File: src/rtl/stage_pool_core_if.sv
// Pixel stream bundle for the pooling stage: control, input pixels and pooled results.
interface stage_pool_core_if #(
  parameter int DW = 19,
  parameter int CH = 3
);
  logic            i_clear;
  logic            i_mode;
  logic            i_in_valid;
  logic [CH*DW-1:0] i_in_fmap;
  logic            o_ot_valid;
  logic [CH*DW-1:0] o_ot_fmap;
  logic            o_frame_done;

  modport master (
    output i_clear, i_mode, i_in_valid, i_in_fmap,
    input  o_ot_valid, o_ot_fmap, o_frame_done
  );

  modport slave (
    input  i_clear, i_mode, i_in_valid, i_in_fmap,
    output o_ot_valid, o_ot_fmap, o_frame_done
  );
endinterface

File: src/rtl/stage_pool_core.sv
// Non-overlapping POOLxPOOL max/average pooling over a raster stream of CH-channel pixels,
// keeping only one partial accumulator per window column instead of a raw line buffer.
module stage_pool_core #(
  parameter int DW     = 19,
  parameter int COL    = 24,
  parameter int ROW    = 24,
  parameter int CH     = 3,
  parameter int POOL   = 2,
  parameter int SIGNED = 1
) (
  input logic              clk,
  input logic              reset_n,
  stage_pool_core_if.slave pif
);

  localparam int LP = $clog2(POOL);
  localparam int AW = DW + 2 * LP;
  localparam int NW = COL / POOL;
  localparam int CW = $clog2(COL);
  localparam int RW = $clog2(ROW);
  localparam int WW = (NW > 1) ? $clog2(NW) : 1;

  typedef logic [AW-1:0] acc_t;

  // Widening by 2*LP leaves headroom for the POOL*POOL sum in average mode.
  function automatic acc_t ext(input logic [DW-1:0] s);
    if (SIGNED != 0) return {{(AW-DW){s[DW-1]}}, s};
    return {{(AW-DW){1'b0}}, s};
  endfunction

  function automatic acc_t merge(input logic avg, input acc_t a, input acc_t b);
    logic a_gt;
    if (avg) return a + b;
    a_gt = (SIGNED != 0) ? ($signed(a) > $signed(b)) : (a > b);
    return a_gt ? a : b;
  endfunction

  logic [CW-1:0]    col_q;
  logic [RW-1:0]    row_q;
  logic             mode_q;
  acc_t             hrun_q [CH];
  acc_t             pbuf_q [NW][CH];
  logic             ot_valid_q;
  logic             frame_done_q;
  logic [CH*DW-1:0] ot_fmap_q;

  logic             first_px;
  logic             mode_eff;
  logic [LP-1:0]    col_ph;
  logic [LP-1:0]    row_ph;
  logic [WW-1:0]    win_idx;
  logic             win_end;
  logic             win_done;
  logic             last_px;
  acc_t             h_new [CH];
  acc_t             v_new [CH];
  logic [CH*DW-1:0] res;

  // The first pixel of a frame must already use the mode it is latching.
  assign first_px = (col_q == '0) && (row_q == '0);
  assign mode_eff = first_px ? pif.i_mode : mode_q;
  assign col_ph   = col_q[LP-1:0];
  assign row_ph   = row_q[LP-1:0];
  assign win_idx  = WW'(col_q >> LP);
  assign win_end  = (col_ph == LP'(POOL - 1));
  assign win_done = win_end && (row_ph == LP'(POOL - 1));
  assign last_px  = (col_q == CW'(COL - 1)) && (row_q == RW'(ROW - 1));

  always_comb begin
    res = '0;
    for (int c = 0; c < CH; c++) begin
      h_new[c] = (col_ph == '0) ? ext(pif.i_in_fmap[c*DW +: DW])
                                : merge(mode_eff, hrun_q[c], ext(pif.i_in_fmap[c*DW +: DW]));
      v_new[c] = (row_ph == '0) ? h_new[c] : merge(mode_eff, pbuf_q[win_idx][c], h_new[c]);
      // Taking the top DW bits of the sum is an arithmetic shift, i.e. floor division.
      res[c*DW +: DW] = mode_eff ? v_new[c][AW-1 -: DW] : v_new[c][DW-1:0];
    end
  end

  always_ff @(posedge clk or negedge reset_n) begin
    if (!reset_n) begin
      col_q        <= '0;
      row_q        <= '0;
      mode_q       <= 1'b0;
      ot_valid_q   <= 1'b0;
      frame_done_q <= 1'b0;
      ot_fmap_q    <= '0;
      for (int c = 0; c < CH; c++) begin
        hrun_q[c] <= '0;
        for (int w = 0; w < NW; w++) pbuf_q[w][c] <= '0;
      end
    end else begin
      ot_valid_q   <= 1'b0;
      frame_done_q <= 1'b0;
      if (pif.i_clear) begin
        col_q  <= '0;
        row_q  <= '0;
        mode_q <= 1'b0;
        for (int c = 0; c < CH; c++) begin
          hrun_q[c] <= '0;
          for (int w = 0; w < NW; w++) pbuf_q[w][c] <= '0;
        end
      end else if (pif.i_in_valid) begin
        if (first_px) mode_q <= pif.i_mode;
        for (int c = 0; c < CH; c++) begin
          hrun_q[c] <= h_new[c];
          if (win_end) pbuf_q[win_idx][c] <= v_new[c];
        end
        if (win_done) begin
          ot_valid_q   <= 1'b1;
          ot_fmap_q    <= res;
          frame_done_q <= last_px;
        end
        if (col_q == CW'(COL - 1)) begin
          col_q <= '0;
          row_q <= (row_q == RW'(ROW - 1)) ? '0 : row_q + 1'b1;
        end else begin
          col_q <= col_q + 1'b1;
        end
      end
    end
  end

  assign pif.o_ot_valid   = ot_valid_q;
  assign pif.o_ot_fmap    = ot_fmap_q;
  assign pif.o_frame_done = frame_done_q;

endmodule
File: src/flat_wrapper.sv
// flat-port wrapper written by rule: the top's interface ports become plain ports
module stage_pool_core_flat 
#(
  parameter int DW     = 19,
  parameter int COL    = 24,
  parameter int ROW    = 24,
  parameter int CH     = 3,
  parameter int POOL   = 2,
  parameter int SIGNED = 1
)
  (clk, reset_n, pif_i_clear, pif_i_mode, pif_i_in_valid, pif_i_in_fmap, pif_o_ot_valid, pif_o_ot_fmap, pif_o_frame_done);
  stage_pool_core_if #(.DW(DW), .CH(CH)) pif_i ();
  input logic clk;
  input logic reset_n;
  input wire logic [$bits(pif_i.i_clear)-1:0] pif_i_clear;
  input wire logic [$bits(pif_i.i_mode)-1:0] pif_i_mode;
  input wire logic [$bits(pif_i.i_in_valid)-1:0] pif_i_in_valid;
  input wire logic [$bits(pif_i.i_in_fmap)-1:0] pif_i_in_fmap;
  output wire logic [$bits(pif_i.o_ot_valid)-1:0] pif_o_ot_valid;
  output wire logic [$bits(pif_i.o_ot_fmap)-1:0] pif_o_ot_fmap;
  output wire logic [$bits(pif_i.o_frame_done)-1:0] pif_o_frame_done;
  assign pif_i.i_clear = pif_i_clear;
  assign pif_i.i_mode = pif_i_mode;
  assign pif_i.i_in_valid = pif_i_in_valid;
  assign pif_i.i_in_fmap = pif_i_in_fmap;
  assign pif_o_ot_valid = pif_i.o_ot_valid;
  assign pif_o_ot_fmap = pif_i.o_ot_fmap;
  assign pif_o_frame_done = pif_i.o_frame_done;
  stage_pool_core #(.DW(DW), .COL(COL), .ROW(ROW), .CH(CH), .POOL(POOL), .SIGNED(SIGNED)) u_core (.clk(clk), .reset_n(reset_n), .pif(pif_i));
endmodule
File: config.mk
export PLATFORM = sky130hd
export DESIGN_NAME = stage_pool_core_flat
export DESIGN_NICKNAME = d
export VERILOG_FILES = /design/src/rtl/stage_pool_core_if.sv /design/src/rtl/stage_pool_core.sv /design/src/flat_wrapper.sv
export SDC_FILE = /design/constraint.sdc
export NUM_CORES = 2
export LEC_CHECK = 0
export CAP_MARGIN = 20
export CORE_UTILIZATION = 48
export CTS_CLUSTER_DIAMETER = 100
export DETAILED_ROUTE_END_ITERATION = 6
export GPL_TIMING_DRIVEN = 1
export HOLD_SLACK_MARGIN = 0.06
export PLACE_DENSITY = 0.71
export REMOVE_ABC_BUFFERS = 1
export SLEW_MARGIN = 25
export SYNTH_ARGS = -nofsm -noshare
export SYNTH_HDL_FRONTEND = slang
export SYNTH_SLANG_ARGS = --single-unit
File: constraint.sdc
create_clock -name clk -period 10.4 [get_ports clk]
set_input_delay 1.04 -clock clk [delete_from_list [all_inputs] [get_ports clk]]
set_output_delay 1.04 -clock clk [all_outputs]
set_load 0.02 [all_outputs]
== Word-level counts from Yosys, hierarchy flattened ==
Cells that the tools add are included.

* Output and inout port bits: 59
* Logic and storage cells: 142
* Register bits: 889

* Reduce and logical (&&, ||, !) cells: 10
* Equal/unequal tests: 2
* $add $sub $neg: 8
* Magnitude comparators: 8
* Bitwise logic cells: 2
* Mux-type cells: 67

{| class="wikitable"
|+ Operators with widths
! operator !! count
|-
| 756-bit two-way mux || 9
|-
| 756-bit bitwise mux || 3
|-
| 63-bit demux with 4-bit select || 3
|-
| 21-bit two-way mux || 25
|-
| 63-bit two-way mux || 5
|-
| 63-bit binary-select mux with 4-bit select || 1
|-
| 21-bit adder || 6
|-
| 21-bit by 19-bit > comparator with 1-bit output || 3
|-
| 21-bit > comparator || 3
|-
| 19-bit two-way mux || 3
|-
| 42-bit two-way mux || 1
|-
| 5-bit two-way mux || 7
|-
| 5-bit by 1-bit adder with 5-bit output (second input constant) || 2
|-
| 5-bit == test (second input constant) || 2
|-
| 5-bit zero test || 2
|-
| 1-bit two-way mux || 10
|-
| 5-bit greater-or-equal comparator (second input constant) || 1
|-
| 5-bit by 1-bit less-than comparator with 1-bit output (second input constant) || 1
|-
| 4-bit NOT with 5-bit output || 1
|-
| 1-bit logical AND || 4
|-
| 2-bit nonzero test || 2
|-
| 3-bit AND reduction || 1
|-
| 2-bit AND reduction || 1
|-
| 1-bit NOT || 1
|}

== Logic depth before layout (Yosys ltp) ==
* Word-level depth: 22
* Depth in mapped cells: 31

== Worst setup path after synthesis ==
Ideal clock, no wire load.

* Kind: register to register
* Start point: register u_core.col_q[1]
* End point: register u_core.pbuf_q[10] in the netlist's numbering
* Cell stages (with the launch flop): 31
* Required time: 10.279 ns
* Clock period less this slack: 7.378 ns
* Data arrival time: 7.257 ns
* Slack: 3.022 ns
* Buffers on the path: 14
* Path through: dfrtp_1 buf_2 buf_2 buf_2 buf_2 buf_2 buf_2 inv_1 ha_1 nor4bb_1 a21bo_2 clkbuf_1 a21oi_1 clkbuf_1 clkbuf_1 clkbuf_1 a221o_1 inv_1 ha_1 buf_2 nand2b_1 a21oi_1 or4_1 nor4_1 nor2_1 o21ai_0 clkbuf_1 buf_2 a22oi_1 clkbuf_1 a22o_1

* Cells in the longest elaborated chain, start to end: 22
* Elaborated cells between the ends (all ways): 51
* Those cells by class: 3 x add/sub; 5 x order compare; 39 x mux; 1 x bitwise; 3 x reduce/logical

{| class="wikitable"
|+ Ends and longest elaborated chain
! element !! RTL line !! text
|-
| from (decl) || stage_pool_core.sv:38 || <nowiki>logic [CW-1:0] col_q;</nowiki>
|-
| from (signal assigned) || stage_pool_core.sv:118 || <nowiki>col_q <= col_q + 1'b1;</nowiki>
|-
| 5-bit zero test || stage_pool_core.sv:60 || <nowiki>assign first_px = (col_q == '0) && (row_q == '0);</nowiki>
|-
| 1-bit logical AND || stage_pool_core.sv:60 ||
|-
| 1-bit two-way mux || - ||
|-
| 1-bit two-way mux || stage_pool_core.sv:33 || <nowiki>if (avg) return a + b;</nowiki>
|-
| 21-bit two-way mux || stage_pool_core.sv:34 || <nowiki>a_gt = (SIGNED != 0) ? ($signed(a) > $signed(b)) : (a > b);</nowiki>
|-
| 21-bit two-way mux || stage_pool_core.sv:72 || <nowiki>h_new[c] = (col_ph == '0) ? ext(pif.i_in_fmap[c*DW +: DW])</nowiki>
|-
| 21-bit adder or 21-bit > comparator (tied branches) || stage_pool_core.sv:33, stage_pool_core.sv:34 ||
|-
| 21-bit two-way mux, on equally long branches || stage_pool_core.sv:33, stage_pool_core.sv:35 ||
|-
| (+6 left out) || - ||
|-
| 756-bit bitwise mux || stage_pool_core.sv:107 || <nowiki>if (win_end) pbuf_q[win_idx][c] <= v_new[c];</nowiki>
|-
| 756-bit two-way mux || stage_pool_core.sv:107 ||
|-
| 756-bit two-way mux || stage_pool_core.sv:103 || <nowiki>end else if (pif.i_in_valid) begin</nowiki>
|-
| 756-bit two-way mux || stage_pool_core.sv:95 || <nowiki>if (pif.i_clear) begin</nowiki>
|-
| 756-bit bitwise mux || stage_pool_core.sv:107 ||
|-
| 756-bit two-way mux (*) || stage_pool_core.sv:107 ||
|-
| 756-bit two-way mux (*) || stage_pool_core.sv:103 ||
|-
| 756-bit two-way mux (*) || stage_pool_core.sv:95 ||
|-
| to (signal, indexed assignment) || stage_pool_core.sv:107 ||
|-
| to (decl) || stage_pool_core.sv:42 || <nowiki>acc_t pbuf_q [NW][CH];</nowiki>
|}

Mark *: on every way between the ends. The rest lies on a longest branch, timed or not. The select of a mux whose other input is x is not followed.
A chain may end at the register's enable or synchronous reset.

== Final worst setup path ==
* Start point: register u_core.col_q[1]
* End point: register u_core.ot_fmap_q[22] (netlist: u_core.pif.o_ot_fmap[22])

* Cells in the longest elaborated chain, start to end: 11
* Elaborated cells between the ends (all ways): 17
* Those cells by class: 1 x add/sub; 1 x order compare; 12 x mux; 1 x bitwise; 2 x reduce/logical

{| class="wikitable"
|+ Ends and longest elaborated chain
! element !! RTL line !! text
|-
| 5-bit zero test || stage_pool_core.sv:60 ||
|-
| 1-bit logical AND || stage_pool_core.sv:60 ||
|-
| 1-bit two-way mux || - ||
|-
| 1-bit two-way mux || stage_pool_core.sv:33 ||
|-
| 21-bit two-way mux || stage_pool_core.sv:34 ||
|-
| 21-bit two-way mux || stage_pool_core.sv:72 ||
|-
| 21-bit adder or 21-bit > comparator (tied branches) || stage_pool_core.sv:33, stage_pool_core.sv:34 ||
|-
| 21-bit two-way mux, on equally long branches || stage_pool_core.sv:33, stage_pool_core.sv:35 ||
|-
| 21-bit two-way mux || stage_pool_core.sv:34 ||
|-
| 21-bit two-way mux || stage_pool_core.sv:74 || <nowiki>v_new[c] = (row_ph == '0) ? h_new[c] : merge(mode_eff, pbuf_q[win_idx][c], h_new[c]);</nowiki>
|-
| 19-bit two-way mux (*) || stage_pool_core.sv:76 || <nowiki>res[c*DW +: DW] = mode_eff ? v_new[c][AW-1 -: DW] : v_new[c][DW-1:0];</nowiki>
|-
| to (signal assigned) || stage_pool_core.sv:111 || <nowiki>ot_fmap_q <= res;</nowiki>
|-
| to (decl) || stage_pool_core.sv:45 || <nowiki>logic [CH*DW-1:0] ot_fmap_q;</nowiki>
|}

Marks and branches as above.

==> run metrics <==
Synth area leaders=dfrtp_1 44%, mux4_2 8.5%, o21ai_0 6.7%, ha_1 6.2%, nand2_1 5.5%; FFs w/ async S/R, synth=1.00; Synth top area share=0.442; post-route cell area=56,400 sq um; failing checks=DRC; largest area contributor in the netlist=dfrtp_1; HP Class=input pin to async pin; H-Tree Level Count=3; Slew HR=0.202; gr ovfl total=0; # Max-Cap Violations=0; Least-Margin Pin Slew=about 1.2 ns; starting density of the core=0.485; Core Area=between 100,000 and 150,000 sq um; drt wl/cell=around 26 microns; starting DRC count in detailed routing=about 5,000; area post-placement=~53,000 sq um; EDFF count, synth=0; CTS sink count=~900; Post-DRT Antenna Nets=0; final core occ=0.544; pwr/cell area=153 nW/um^2; post-route minimum period=about 8.6 ns; GR Util All Layers=0.317; # diodes=0; Syn. warnings=0; Syn Inst Count=around 5,000; Hold-fix buffers, CTS=0; Worst Path Required=roughly 11 ns; clock latency on the worst-skew pair=between 0.6 and 0.7 ns; crit path capture type=register; GPL Wtd Cong=roughly 0.95; VDD IR max=approximately 0.00013 V; die area=about 110,000 sq um; register bit total from synthesis=slightly below 900; clock tree buffer depth=3; post-layout instance count excluding filler cells=6,505; vias=approximately 43,000; total iterations of the first detailed-routing run=7; DRC viols=16; Port Buf Inserts=120; Worst Skew=0.0267 ns; most used flip-flop cell after synthesis=dfrtp_1; most common cell after layout, fill and taps aside=dfrtp_1; root buffer cell=clkbuf_16; largest net degree at the start of global routing=approximately 180; DPL Wire Length=roughly 110,000 microns; layout cell share with drive strength beyond 1=0.116; vias per inst=between 6 and 7; fin. max-slew vios=0; leakage power figure=between 20 and 25 nW; Area Growth Syn to Fin=12.1%; first-pass GRT wire length=approximately 260,000 microns; Die Height=roughly 330 microns; Cell Rows=roughly 120; sequential-to-total area share from yosys stat=0.442; run status=finished with violations; # Post-CTS Setup Buffers=0; vias in the first global route=roughly 42,000; RSZ-0062 raised after global routing=no; Routed WL=approximately 170,000 microns; critical path arrival=9.11 ns; initial antenna violation count=3; TritonCTS clock tree=done; FMAX=0.117 GHz; Post-Syn Area=~50,000 sq um; CTS clk-pin slew, worst paths=about 0.06 ns; most frequent cells in the layout=884 x dfrtp_1, 720 x nand2_1, 662 x o21ai_0; CTS Buf Count=a little over 90; crit-path max FO=40; number of distinct library cells after synthesis=95; nets@finish=5,369; Fill cells=roughly 9,000; Final setup viols=0; dpl cells=between 6,000 and 7,000; I/O pin cnt=approximately 120; crit start category=register; final hold violations=0; final worst path period share=0.822; die width=between 300 and 400 microns; Crit Path Category=register to register; Avg Cell Area, Syn=approximately 10 sq um; post-cts gate resize count=0
## cells by family (layout without fill, tap and decap cells)
kind of cell / Yosys count / count (layout) / share of synthesized area
AO/OA/AOI/OAI: 1579 / 1579 / 0.205
XOR/XNOR: 88 / 88 / 0.0153
adder cells (fa/ha/maj): 256 / 256 / 0.0646
buffers and inverters: 614 / 648 / 0.0479
flip-flops: 889 / 889 / 0.442
multiplexers: 288 / 288 / 0.105
AND/OR/NAND/NOR: 1377 / 1377 / 0.121
## synth_stat cells (all sizes together), types with 74 or more instances
cell type and n:
a21oi 187, a22o 227, buf 79, clkbuf 319
dfrtp 889, ha 250, inv 214, mux2i 90
mux4 189, nand2 733, nor2 271, nor3 74
o21ai 681
## area by class of cell
class                           count  area (sq um)  share of cell area
Inverter                          216           811              0.0144
Multi-Input combinational cell   3588         26000               0.461
Tap cell                         1380          1730              0.0306
Sequential cell                   889         22300               0.395
Clock inverter                     33           450             0.00799
Timing Repair Buffer              264          2380              0.0423
Clock buffer                      135          2780              0.0492
## worst paths after layout
| check | startpoint | to | slack [ns] | depth (start not counted) |
|---|---|---|---|---|
| hold reg to reg | u_core.pbuf_q[532]$_DFFE_PN0P_ | u_core.pbuf_q[532]$_DFFE_PN0P_ | 0.47 | 2 |
| max in group asynchronous | reset_n | u_core.pbuf_q[376]$_DFFE_PN0P_ | 7.71 | 3 |
| hold / removal | reset_n | u_core.hrun_q[28]$_DFFE_PN0P_ | 0.40 | 1 |
| min in group clk | u_core.pbuf_q[532]$_DFFE_PN0P_ | u_core.pbuf_q[532]$_DFFE_PN0P_ | 0.47 | 2 |
| setup / recovery | u_core.col_q[1]$_DFFE_PN0P_ | u_core.pif.o_ot_fmap[22]$_DFFE_PN0P_ | 1.85 | 21 |
| setup reg to reg | u_core.col_q[1]$_DFFE_PN0P_ | u_core.pif.o_ot_fmap[22]$_DFFE_PN0P_ | 1.85 | 21 |
## report_power, final
part | internal, mW | switching (mW) | leakage, nW
Combinational | 0.481 | 1.04 | 11.0
Clock | 2.08 | 1.46 | 1.59
Sequential | 3.50 | 0.0471 | 12.3
Total | 6.06 | 2.54 | 24.9
## through the flow
stage / hold slack, ns / power [mW] / setup TNS [ns] / setup WS [ns]
global placement: 0.456 / 5.07 / 0 / 1.49
finish: 0.396 / 8.60 / 0 / 1.85
floorplan: 0.445 / 4.49 / -3272.31 / -4.61
CTS: 0.425 / 8.58 / 0 / 2.04
global route: 0.462 / 8.88 / 0 / 1.41
detailed placement: 0.465 / 5.08 / 0 / 1.35
## critical path, cell delays in order, from the launching register on
cell and delay (ns):
dfrtp_4 0.79, inv_1 0.40, ha_1 0.22, nor4bb_1 0.48, nand3_1 0.45, a21oi_4 0.76
a41o_1 0.23, nor3_2 0.09, buf_4 0.24, a22oi_1 0.34, nor2b_1 0.33, inv_1 0.08
ha_1 0.36, nor4_1 0.61, nand4_1 0.15, or4bb_1 0.52, o311ai_0 0.20, nor2_1 0.34
a21oi_1 0.86, a22o_1 0.59, nor2_1 0.10, a221o_1 0.28
## sequential cells by signal, summed over array words and instances (netlist names)
register,flops
u_core.pbuf_q,756
u_core.hrun_q,63
u_core.pif.o_ot_fmap,57
u_core.col_q,5
u_core.row_q,5
u_core.mode_q,1
u_core.pif.o_frame_done,1
u_core.pif.o_ot_valid,1
## routing by layer
layer | up-vias | GRT usage | wire length, microns
met4 | 2 | 0.118 | 6450
met3 | 415 | 0.0669 | 17900
met5 | - | 0 | 20
met2 | 2517 | 0.491 | 76700
met1 | 21360 | 0.440 | 68900
li1 | 18397 | - | -
No activity file was read; power rests on OpenSTA's default activity.
